==> config.mk <==
export PLATFORM = sky130hd
export DESIGN_NAME = branch_resolver
export DESIGN_NICKNAME = d
export VERILOG_FILES = /design/src/rtl/branch_pkg.sv /design/src/rtl/branch_resolver_pred_queue.sv /design/src/rtl/branch_resolver.sv
export SDC_FILE = /design/constraint.sdc
export NUM_CORES = 1
export LEC_CHECK = 0
export ABC_AREA = 1
export ABC_CLOCK_PERIOD_IN_PS = 5500
export CAP_MARGIN = 20
export CORE_ASPECT_RATIO = 1.75
export CORE_MARGIN = 2
export CORE_UTILIZATION = 43
export CTS_BUF_LIST = sky130_fd_sc_hd__clkbuf_8 sky130_fd_sc_hd__clkbuf_16
export CTS_CLUSTER_SIZE = 10
export DETAILED_ROUTE_END_ITERATION = 8
export PLACE_DENSITY = 0.69
export SLEW_MARGIN = 25
export SYNTH_ARGS = -nofsm -noshare
export SYNTH_HDL_FRONTEND = slang
export SYNTH_SLANG_ARGS = --single-unit
export TNS_END_PERCENT = 30
==> constraint.sdc <==
create_clock -name clk -period 5.5 [get_ports clk]
set_clock_uncertainty 0.1 [all_clocks]
set_input_delay 1.1 -clock clk [delete_from_list [all_inputs] [get_ports clk]]
set_output_delay 1.1 -clock clk [all_outputs]
set_load 0.02 [all_outputs]
==> src/rtl/branch_pkg.sv <==
// Shared types and helpers for the execute-side branch resolver.
// Record width is fixed by PKG_XLEN; the resolver's XLEN parameter must match it.
package branch_pkg;

    localparam int         PKG_XLEN = 32;
    localparam logic [1:0] CTR_WNT  = 2'b01;

    typedef enum logic [1:0] {
        IDLE,
        TRACK,
        FLUSH
    } res_state_t;

    typedef struct packed {
        logic [PKG_XLEN-1:0] pc;
        logic                taken;
        logic [PKG_XLEN-1:0] target;
        logic [1:0]          ctr;
    } pred_rec_t;

    // 2-bit saturating counter step toward the actual outcome
    function automatic logic [1:0] sat_update(input logic [1:0] ctr, input logic taken);
        if (taken) begin
            return (ctr == 2'b11) ? 2'b11 : ctr + 2'b01;
        end
        return (ctr == 2'b00) ? 2'b00 : ctr - 2'b01;
    endfunction

endpackage

==> src/rtl/branch_resolver_pred_queue.sv <==
// In-flight prediction FIFO: wrap-around pointers plus an occupancy count.
// Clear has priority over push/pop; pushes while full and pops while empty are ignored.
module pred_queue
    import branch_pkg::*;
#(
    parameter int DEPTH = 4
) (
    input  logic                   clk,
    input  logic                   rst,
    input  logic                   i_push,
    input  logic                   i_pop,
    input  logic                   i_clear,
    input  pred_rec_t              i_rec,
    output pred_rec_t              o_head,
    output logic                   o_full,
    output logic                   o_empty,
    output logic [$clog2(DEPTH):0] o_count
);

    localparam int AW = $clog2(DEPTH);

    pred_rec_t       r_mem [DEPTH];
    logic [AW-1:0]   r_wr_ptr;
    logic [AW-1:0]   r_rd_ptr;
    logic [AW:0]     r_count;
    logic            w_do_push;
    logic            w_do_pop;

    assign o_full    = (r_count == (AW+1)'(DEPTH));
    assign o_empty   = (r_count == '0);
    assign o_count   = r_count;
    assign o_head    = r_mem[r_rd_ptr];
    assign w_do_push = i_push & ~o_full & ~i_clear;
    assign w_do_pop  = i_pop & ~o_empty & ~i_clear;

    always_ff @(posedge clk or negedge rst) begin
        if (!rst) begin
            r_wr_ptr <= '0;
            r_rd_ptr <= '0;
            r_count  <= '0;
        end else if (i_clear) begin
            r_wr_ptr <= '0;
            r_rd_ptr <= '0;
            r_count  <= '0;
        end else begin
            if (w_do_push) r_wr_ptr <= r_wr_ptr + AW'(1);
            if (w_do_pop)  r_rd_ptr <= r_rd_ptr + AW'(1);
            if (w_do_push && !w_do_pop)      r_count <= r_count + (AW+1)'(1);
            else if (!w_do_push && w_do_pop) r_count <= r_count - (AW+1)'(1);
        end
    end

    always_ff @(posedge clk) begin
        if (w_do_push) r_mem[r_wr_ptr] <= i_rec;
    end

endmodule

==> src/rtl/branch_resolver.sv <==
// Resolves fetch predictions against execute outcomes: flush/redirect and BHT/BTB update.
// Define BRANCH_RESOLVER_PERF_EN to add br_count/mis_count performance counters.
module branch_resolver
    import branch_pkg::*;
#(
    parameter int QDEPTH       = 4,
    parameter int FLUSH_CYCLES = 2,
    parameter int XLEN         = PKG_XLEN
) (
    input  logic            clk,
    input  logic            rst,
    input  logic            pf_valid,
    input  logic [XLEN-1:0] pf_pc,
    input  logic            pf_taken,
    input  logic [XLEN-1:0] pf_target,
    input  logic [1:0]      pf_ctr,
    input  logic            ex_valid,
    input  logic [XLEN-1:0] ex_pc,
    input  logic            ex_taken,
    input  logic [XLEN-1:0] ex_target,
    output logic            flush,
    output logic [XLEN-1:0] redirect_pc,
    output logic            upd_write,
    output logic [XLEN-1:0] upd_pc,
    output logic [1:0]      upd_ctr,
    output logic [XLEN-1:0] upd_target,
    output logic            q_full
`ifdef BRANCH_RESOLVER_PERF_EN
   ,output logic [31:0]     br_count,
    output logic [31:0]     mis_count
`endif
);

    localparam int FCW = (FLUSH_CYCLES > 1) ? $clog2(FLUSH_CYCLES) : 1;

    res_state_t               r_state, w_state_next;
    logic [FCW-1:0]           r_flush_cnt;
    logic [XLEN-1:0]          r_redirect_pc;
    logic                     r_upd_write;
    logic [XLEN-1:0]          r_upd_pc, r_upd_target;
    logic [1:0]               r_upd_ctr;
    pred_rec_t                w_rec, w_head;
    logic                     w_full, w_empty, w_active, w_push_acc, w_ex_acc, w_pop;
    logic                     w_hit, w_pred_taken, w_mispredict;
    logic [1:0]               w_pred_ctr;
    logic [$clog2(QDEPTH):0]  w_count;

    assign w_rec        = '{pc: pf_pc, taken: pf_taken, target: pf_target, ctr: pf_ctr};
    assign w_active     = (r_state != FLUSH);
    assign w_push_acc   = pf_valid & w_active & ~w_full;
    assign w_ex_acc     = ex_valid & w_active;
    assign w_pop        = w_ex_acc & ~w_empty;
    // A miss (empty queue or pc mismatch) is scored as a weakly-not-taken prediction
    assign w_hit        = ~w_empty & (w_head.pc == ex_pc);
    assign w_pred_taken = w_hit & w_head.taken;
    assign w_pred_ctr   = w_hit ? w_head.ctr : CTR_WNT;
    assign w_mispredict = w_ex_acc & ((w_pred_taken != ex_taken) |
                          (w_pred_taken & ex_taken & (w_head.target != ex_target)));

    pred_queue #(.DEPTH(QDEPTH)) u_queue (
        .clk     (clk),
        .rst     (rst),
        .i_push  (w_push_acc),
        .i_pop   (w_pop),
        .i_clear (w_mispredict),
        .i_rec   (w_rec),
        .o_head  (w_head),
        .o_full  (w_full),
        .o_empty (w_empty),
        .o_count (w_count)
    );

    always_ff @(posedge clk or negedge rst) begin
        if (!rst) r_state <= IDLE;
        else      r_state <= w_state_next;
    end

    always_comb begin
        w_state_next = r_state;
        case (r_state)
            IDLE: begin
                if (w_mispredict)    w_state_next = FLUSH;
                else if (w_push_acc) w_state_next = TRACK;
            end
            TRACK: begin
                if (w_mispredict) w_state_next = FLUSH;
                else if (w_pop && !w_push_acc && w_count == 1) w_state_next = IDLE;
            end
            FLUSH: begin
                if (r_flush_cnt == '0) w_state_next = IDLE;
            end
            default: w_state_next = IDLE;
        endcase
    end

    always_comb begin
        flush       = (r_state == FLUSH);
        redirect_pc = flush ? r_redirect_pc : '0;
    end

    always_ff @(posedge clk or negedge rst) begin
        if (!rst) begin
            r_flush_cnt   <= '0;
            r_redirect_pc <= '0;
            r_upd_write   <= 1'b0;
            r_upd_pc      <= '0;
            r_upd_ctr     <= '0;
            r_upd_target  <= '0;
        end else begin
            if (w_mispredict) begin
                r_flush_cnt   <= FCW'(FLUSH_CYCLES - 1);
                r_redirect_pc <= ex_taken ? ex_target : ex_pc + XLEN'(4);
            end else if (r_state == FLUSH && r_flush_cnt != '0) begin
                r_flush_cnt   <= r_flush_cnt - FCW'(1);
            end
            r_upd_write <= w_ex_acc;
            if (w_ex_acc) begin
                r_upd_pc     <= ex_pc;
                r_upd_ctr    <= sat_update(w_pred_ctr, ex_taken);
                r_upd_target <= ex_target;
            end
        end
    end

    assign upd_write  = r_upd_write;
    assign upd_pc     = r_upd_pc;
    assign upd_ctr    = r_upd_ctr;
    assign upd_target = r_upd_target;
    assign q_full     = w_full;

`ifdef BRANCH_RESOLVER_PERF_EN
    logic [31:0] r_br_count, r_mis_count;

    always_ff @(posedge clk or negedge rst) begin
        if (!rst) begin
            r_br_count  <= '0;
            r_mis_count <= '0;
        end else begin
            if (w_ex_acc)     r_br_count  <= r_br_count + 32'd1;
            if (w_mispredict) r_mis_count <= r_mis_count + 32'd1;
        end
    end

    assign br_count  = r_br_count;
    assign mis_count = r_mis_count;
`endif

endmodule

==> key figures <==
Status
  – Status: completed

Floorplan
  – Die Height: 264 um
  – FP Rows: 95
  – Starting density of the core: a little over two fifths
  – CORE AREA: 0.0383 mm^2
  – # IOs: ~240
  – Full die area: between 0.04 and 0.05 mm^2
  – Chip Width: between 150 and 200 um

Global route
  – Vias in the first global route: ~13,000
  – Initial antenna violation count: 1
  – Overall Global Routing Usage: about a quarter
  – First-pass GRT wire length: roughly 74,000 um
  – Largest net degree at the start of global routing: 135
  – Global route overflow: 0

Routing
  – Detailed-route via count: 12,986
  – 1st-iter DRT viols: ~1,100
  – DR pass1 iterations: 6
  – WL per Instance: ~20 um
  – Antenna Nets Post-Route: 0
  – DR DRC count: 0
  – Vias/cell: roughly 5.4
  – Routed WL: a little under 50,000 um

Synth
  – Adder-Cell Fraction of Synth Area: less than 1%
  – Syn_area_per_cell: roughly 10 um^2
  – Combinational family with the most area after synthesis: simple AND/OR/NAND/NOR gates
  – Synth Net Count: between 1,500 and 2,000
  – Unique masters post-synth: 32
  – FF+latch count, synth: approximately 380
  – Post-synthesis mux area share: 0%
  – Post-Synthesis Cells: around 1,700
  – Simple-gate share of the synthesized area: around 22%
  – Xor/xnor share of the synthesized area: ~1.8%
  – Sequential-to-total area share from yosys stat: 64.7%
  – Synth Area in Compound Gates: approximately 5.0%
  – Yosys Warn Count: 0
  – Mapped Area: between 0.015 and 0.02 mm^2

Worst setup path
  – Worst Setup EP: u_queue.r_mem[3][66]
  – Worst Path Max Fanout: 73
  – CP endpoint kind: register
  – Worst Path Arrival: roughly 4.6 ns
  – R2R Setup Slk: between 1 and 1.5 ns
  – CP Launch Type: register
  – Setup crit start: u_queue.r_rd_ptr[0]
  – Reg2Reg Capture Point: u_queue.r_mem[3][66]
  – R2R Path Start: u_queue.r_rd_ptr[0]
  – Crit path required time: 5.61 ns
  – Worst reg-to-reg path cell count: 20
  – WS Path Type: register to register

CTS
  – Root Driver: clkbuf_16
  – CTS tree: yes
  – Clk_lat worst skew: ~0.54 ns
  – Clk sinks: 377
  – Hold Buf Count CTS: 0
  – Postcts setup bufs: 0
  – H-tree depth: 2
  – Clock Path Buffers: 3
  – Clock Pin Slew Worst Setup and Hold Paths: 0.06 ns
  – Resized cells post-CTS: 0
  – Cts bufs inserted: 43

Timing
  – Final count of hold timing violations: 0
  – Worst slew pin tran: 1.01 ns
  – Final Cycle Share: between 80% and 90%
  – Setup WS post-layout: between 1 and 1.5 ns
  – RSZ-0062 raised after global routing: no
  – Count of final setup violators: 0
  – Slew Viols, Final: 0
  – Period minus WS final: around 4.5 ns
  – Rel. slew slack: 32.3%
  – Max Fclk: roughly 0.22 GHz

Job
  – # Max-Cap Violations: 0

Placed design
  – Post-DP HPWL: 34,400 um
  – GPL Wtd Cong: around 0.94
  – Worst slack, placed: 0.697 ns
  – Placed instance area: ~0.02 mm^2
  – Cell count after placement: approximately 2,300
  – Number of I/O port buffers: about 240

Cells and area
  – Layout area overhead: 24.9%
  – Post-Route Utilization: between 50 and 60%
  – Most frequent cells in the layout: 578 x nand2_1, 268 x edfxtp_1, 235 x clkdlybuf4s50_1
  – Most common cell after layout, fill and taps aside: nand2_1
  – Design Area, Final: between 0.02 and 0.025 mm^2
  – Layout cells sized above 1: under 10%
  – Final #Nets: between 2,000 and 2,500
  – Post-Layout Cell Count: between 2,000 and 2,500

Min path
  – Worst hold-check path type: register to register

Pwr
  – Peak supply drop: around 0.00037 V
  – Static leakage: around 8.6 nW
  – P per Cell Area: slightly below 500 mW/mm^2
  – Final Power: between 10 and 15 mW
-- registers in the layout (all words and copies together), names as in the netlist --
| signal | cells |
|---|---|
| u_queue.r_mem | 268 |
| r_state | 2 |
| upd_pc | 32 |
| r_flush_cnt | 1 |
| upd_write | 1 |
| upd_target | 32 |
| r_redirect_pc | 32 |
| upd_ctr | 2 |
| u_queue.r_wr_ptr | 2 |
| u_queue.o_count | 3 |
| u_queue.r_rd_ptr | 2 |
-- metrics by stage --
stage	TNS, ns	hold WS (ns)
floorplan	-152.91	0.349
global placement	0	0.367
detailed placement	0	0.372
CTS	0	0.386
global route	0	0.410
finish	0	0.382
-- area by class of cell --
type	instances	area, um^2
repair buffers	259	2650
fillers	3343	17500
clock buffers	46	1140
well taps	485	607
clock inverters	32	120
flip-flops and latches	377	10800
diodes	1	2.50
multi-input cells	1095	5020
inverters	126	474
-- where the power goes --
| group | internal (mW) | switching (mW) |
|---|---|---|
| clock | 1.47 | 1.08 |
| sequential | 3.68 | 0.243 |
| combinational | 1.31 | 2.46 |
| total | 6.46 | 3.78 |
-- routing by layer --
metal	up-vias	part of all wire (%)	global-route usage (%)
met5	-	0	0
met4	0	5.8	13.4
met3	128	6.7	3.10
met2	625	51	42.5
met1	6184	36	27.9
li1	6049	-	-
-- Yosys cell counts --
master,n,share of area [%]
nand2_1,579,13
edfxtp_1,268,48
nand3_1,202,6.1
inv_1,121,2.7
dfrtp_1,109,16
nor2_1,85,1.9
o21ai_0,80,2.4
xor2_1,34,1.8
o21ai_1,30,0.90
buf_2,26,0.78
clkbuf_1,25,0.56
o211ai_1,24,1.1
nand4_1,12,0.45
a21oi_1,11,0.33
ha_1,11,0.83
nor3_1,11,0.33
buf_4,10,0.45
buf_6,9,0.61
buf_1,5,0.11
inv_2,3,0.068
nor3_2,3,0.18
clkinv_1,2,0.045
nand3b_1,2,0.090
nor4_1,2,0.075
o22ai_1,2,0.075
a2111oi_0,1,0.053
a21oi_2,1,0.053
a32o_1,1,0.060
nand2_2,1,0.038
nor2_2,1,0.038
nor4_2,1,0.075
or2_2,1,0.038
-- logic make-up (layout without fill, tap and decap cells) --
| group | Yosys count | after routing |
|---|---|---|
| AOI/OAI and AO/OA | 150 | 150 |
| adders and majority gates | 11 | 11 |
| and+or+nand+nor | 900 | 900 |
| other | 0 | 1 |
| buffers and inverters | 201 | 463 |
| xor gates and xnor gates | 34 | 34 |
| DFF | 377 | 377 |
-- critical path: stages, from the launching register on --
cell and delay, ns:
dfrtp_4 0.50, clkinv_2 0.06, buf_4 0.62, nand2_1 0.13, nand3_1 0.11, nand2_1 0.14
nand2_1 0.10, nand2_1 0.05, nor2_1 0.08, nand4_1 0.07, nor2_1 0.15, nand3_1 0.18
a2111oi_0 0.42, ha_1 0.32, inv_1 0.05, nand2_1 0.07, nand2_2 0.20, nand2_1 0.11
buf_4 0.19, nor2_4 0.15, buf_12 0.26
-- how the worst min path moves through the flow --
stage	depth (start not counted)	slack (ns)	startpoint	endpoint
6_report	2	0.38	upd_target[23]	upd_target[23]
5_1_grt	2	0.41	upd_target[19]	upd_target[19]
4_1_cts	2	0.39	upd_target[28]	upd_target[28]
3_5_place_dp	2	0.37	upd_pc[28]	upd_pc[28]
3_3_place_gp	2	0.37	upd_target[30]	upd_target[30]
2_1_floorplan	2	0.35	r_flush_cnt	r_flush_cnt
Power figures use the tool's default switching activity.
==> RTL edit: new RTL, same settings <==
Encoding of `res_state_t`: now one-hot (3 bits for 3 states).
--- a/src/rtl/branch_pkg.sv
+++ b/src/rtl/branch_pkg.sv
@@ -7,6 +7,6 @@
 
-    typedef enum logic [1:0] {
-        IDLE,
-        TRACK,
-        FLUSH
+    typedef enum logic [2:0] {
+        IDLE  = 3'b001,
+        TRACK = 3'b010,
+        FLUSH = 3'b100
     } res_state_t;
Behaviour: no difference found for any inputs over 4 cycles, from zero or initial values and one cycle with rst low; so few cycles prove little.
==> RTL edit against the original RTL <==
Critical path depth unchanged; sequential power down 3%; setup slack worse by 68 ps; die area up 0.34%; power down 7.9%; sequential cell count up 1; routed wire length up 3.4%; final area up 0.19%; synthesized area up 0.35%; highest routed layer unchanged.
==> RTL edit: results (changes against the original RTL) <==
| Metric | Value |
|---|---|
| DR vias/cell | `5.41 (was 5.36)` |
| Fraction of area in multi-input gates | `24.2% (about the same)` |
| Invs w/o clock | `130 (was 126)` |
| Routed via count | `13.1k (was 13.0k)` |
| Status | `finished clean (unchanged)` |
| Non-clk bufs | `261 (was 259)` |
| GPL Wtd Cong | `0.924 (was 0.936)` |
| Antenna cells | `4 (was 1)` |
| Inst Count DP | `2345 (was 2342)` |
| Seq/Total Area, Yosys | `64.6% (was 64.7%)` |
| Asr flop ratio synth | `29.1% (was 28.9%)` |
| GR Layer Usage met1 | `27.8% (was 27.9%)` |
| Hpwl dp | `36000 um (was 34400 um)` |
| Worst slew pin tran | `938 ps (was 1010 ps)` |
| Final hold slack | `382 ps (about the same)` |
| Top post-synthesis cells by area | `edfxtp_1 (48%), dfrtp_1 (16%), nand2_1 (13%), nand3_1 (5.8%), inv_1 (2.8%) (was edfxtp_1 (48%), dfrtp_1 (16%), nand2_1 (13%), nand3_1 (6.1%), inv_1 (2.7%))` |
| Max VDD drop | `292 uV (was 369 uV)` |
| Largest net degree at the start of global routing | `111 (was 135)` |
| Total clock sinks | `378 (was 377)` |
| Final Core Density | `54.3% (about the same)` |
| Post-DP Area | `19600 um^2 (was 19500 um^2)` |
| Leakage | `0.00862 uW (was 0.00860 uW)` |
| GRT met3 Usage | `3.24% (was 3.10%)` |
| Cells after synthesis | `1678 (was 1673)` |
| Hold Path Sink | `upd_pc[3] (was upd_target[23])` |
| Clock network area share | `5.89% (was 6.06%)` |
| NumNets Final | `2052 (was 2049)` |
| Drt total wl | `50900 um (was 49200 um)` |
| Layout cells sized above 1 | `4.95% (was 4.55%)` |
| Max stage delay cell, worst path | `dfrtp_4 (was buf_4)` |
| Sequential group power | `3800 uW (was 3920 uW)` |
| 1st-pass router iterations | `7 (was 6)` |
| Comb_multi_in | `1091 (was 1095)` |
| Initial antenna violation count | `5 (was 1)` |
| Cell Pwr Density | `453 nW/um^2 (was 493 nW/um^2)` |
| Critical path endpoint | `u_queue.r_mem[0][54] (was u_queue.r_mem[3][66])` |
| Hold Path Origin | `upd_pc[3] (was upd_target[23])` |
| Seq area share | `51.9% (about the same)` |
| Psw | `3380 uW (was 3780 uW)` |
| Reg-to-reg slack, setup | `940 ps (was 1010 ps)` |
| Filler Cells Inserted | `3294 (was 3343)` |
-- RTL edit: changes by cell type after synthesis, sizes merged, moves of 2 or more --
cell / before / now
a22oi: 0 / 4
o211ai: 24 / 19
nand3: 202 / 194
nor4: 3 / 1
buf: 50 / 43
nor2: 86 / 84
o31ai: 0 / 2
inv: 124 / 130
clkinv: 2 / 0
a21oi: 12 / 15
nor3: 14 / 17
clkbuf: 25 / 36
nand2: 580 / 577
-- RTL edit: cell families after synthesis --
family                   count (synthesis)  synth area share (%)
AO/OA/AOI/OAI                          158                  5.31
buffers and inverters                  209                  5.47
flip-flops                             378                  64.6
adder cells (fa/ha/maj)                 11                 0.824
XOR/XNOR                                34                  1.78
AND/OR/NAND/NOR                        888                  22.0
-- RTL edit: routing by layer --
| metal | wire length (um) | vias up |
|---|---|---|
| li1 | - | 6065 |
| met3 | 3350 | 150 |
| met1 | 17400 | 6305 |
| met5 | 0 | - |
| met2 | 26600 | 614 |
| met4 | 3600 | 0 |
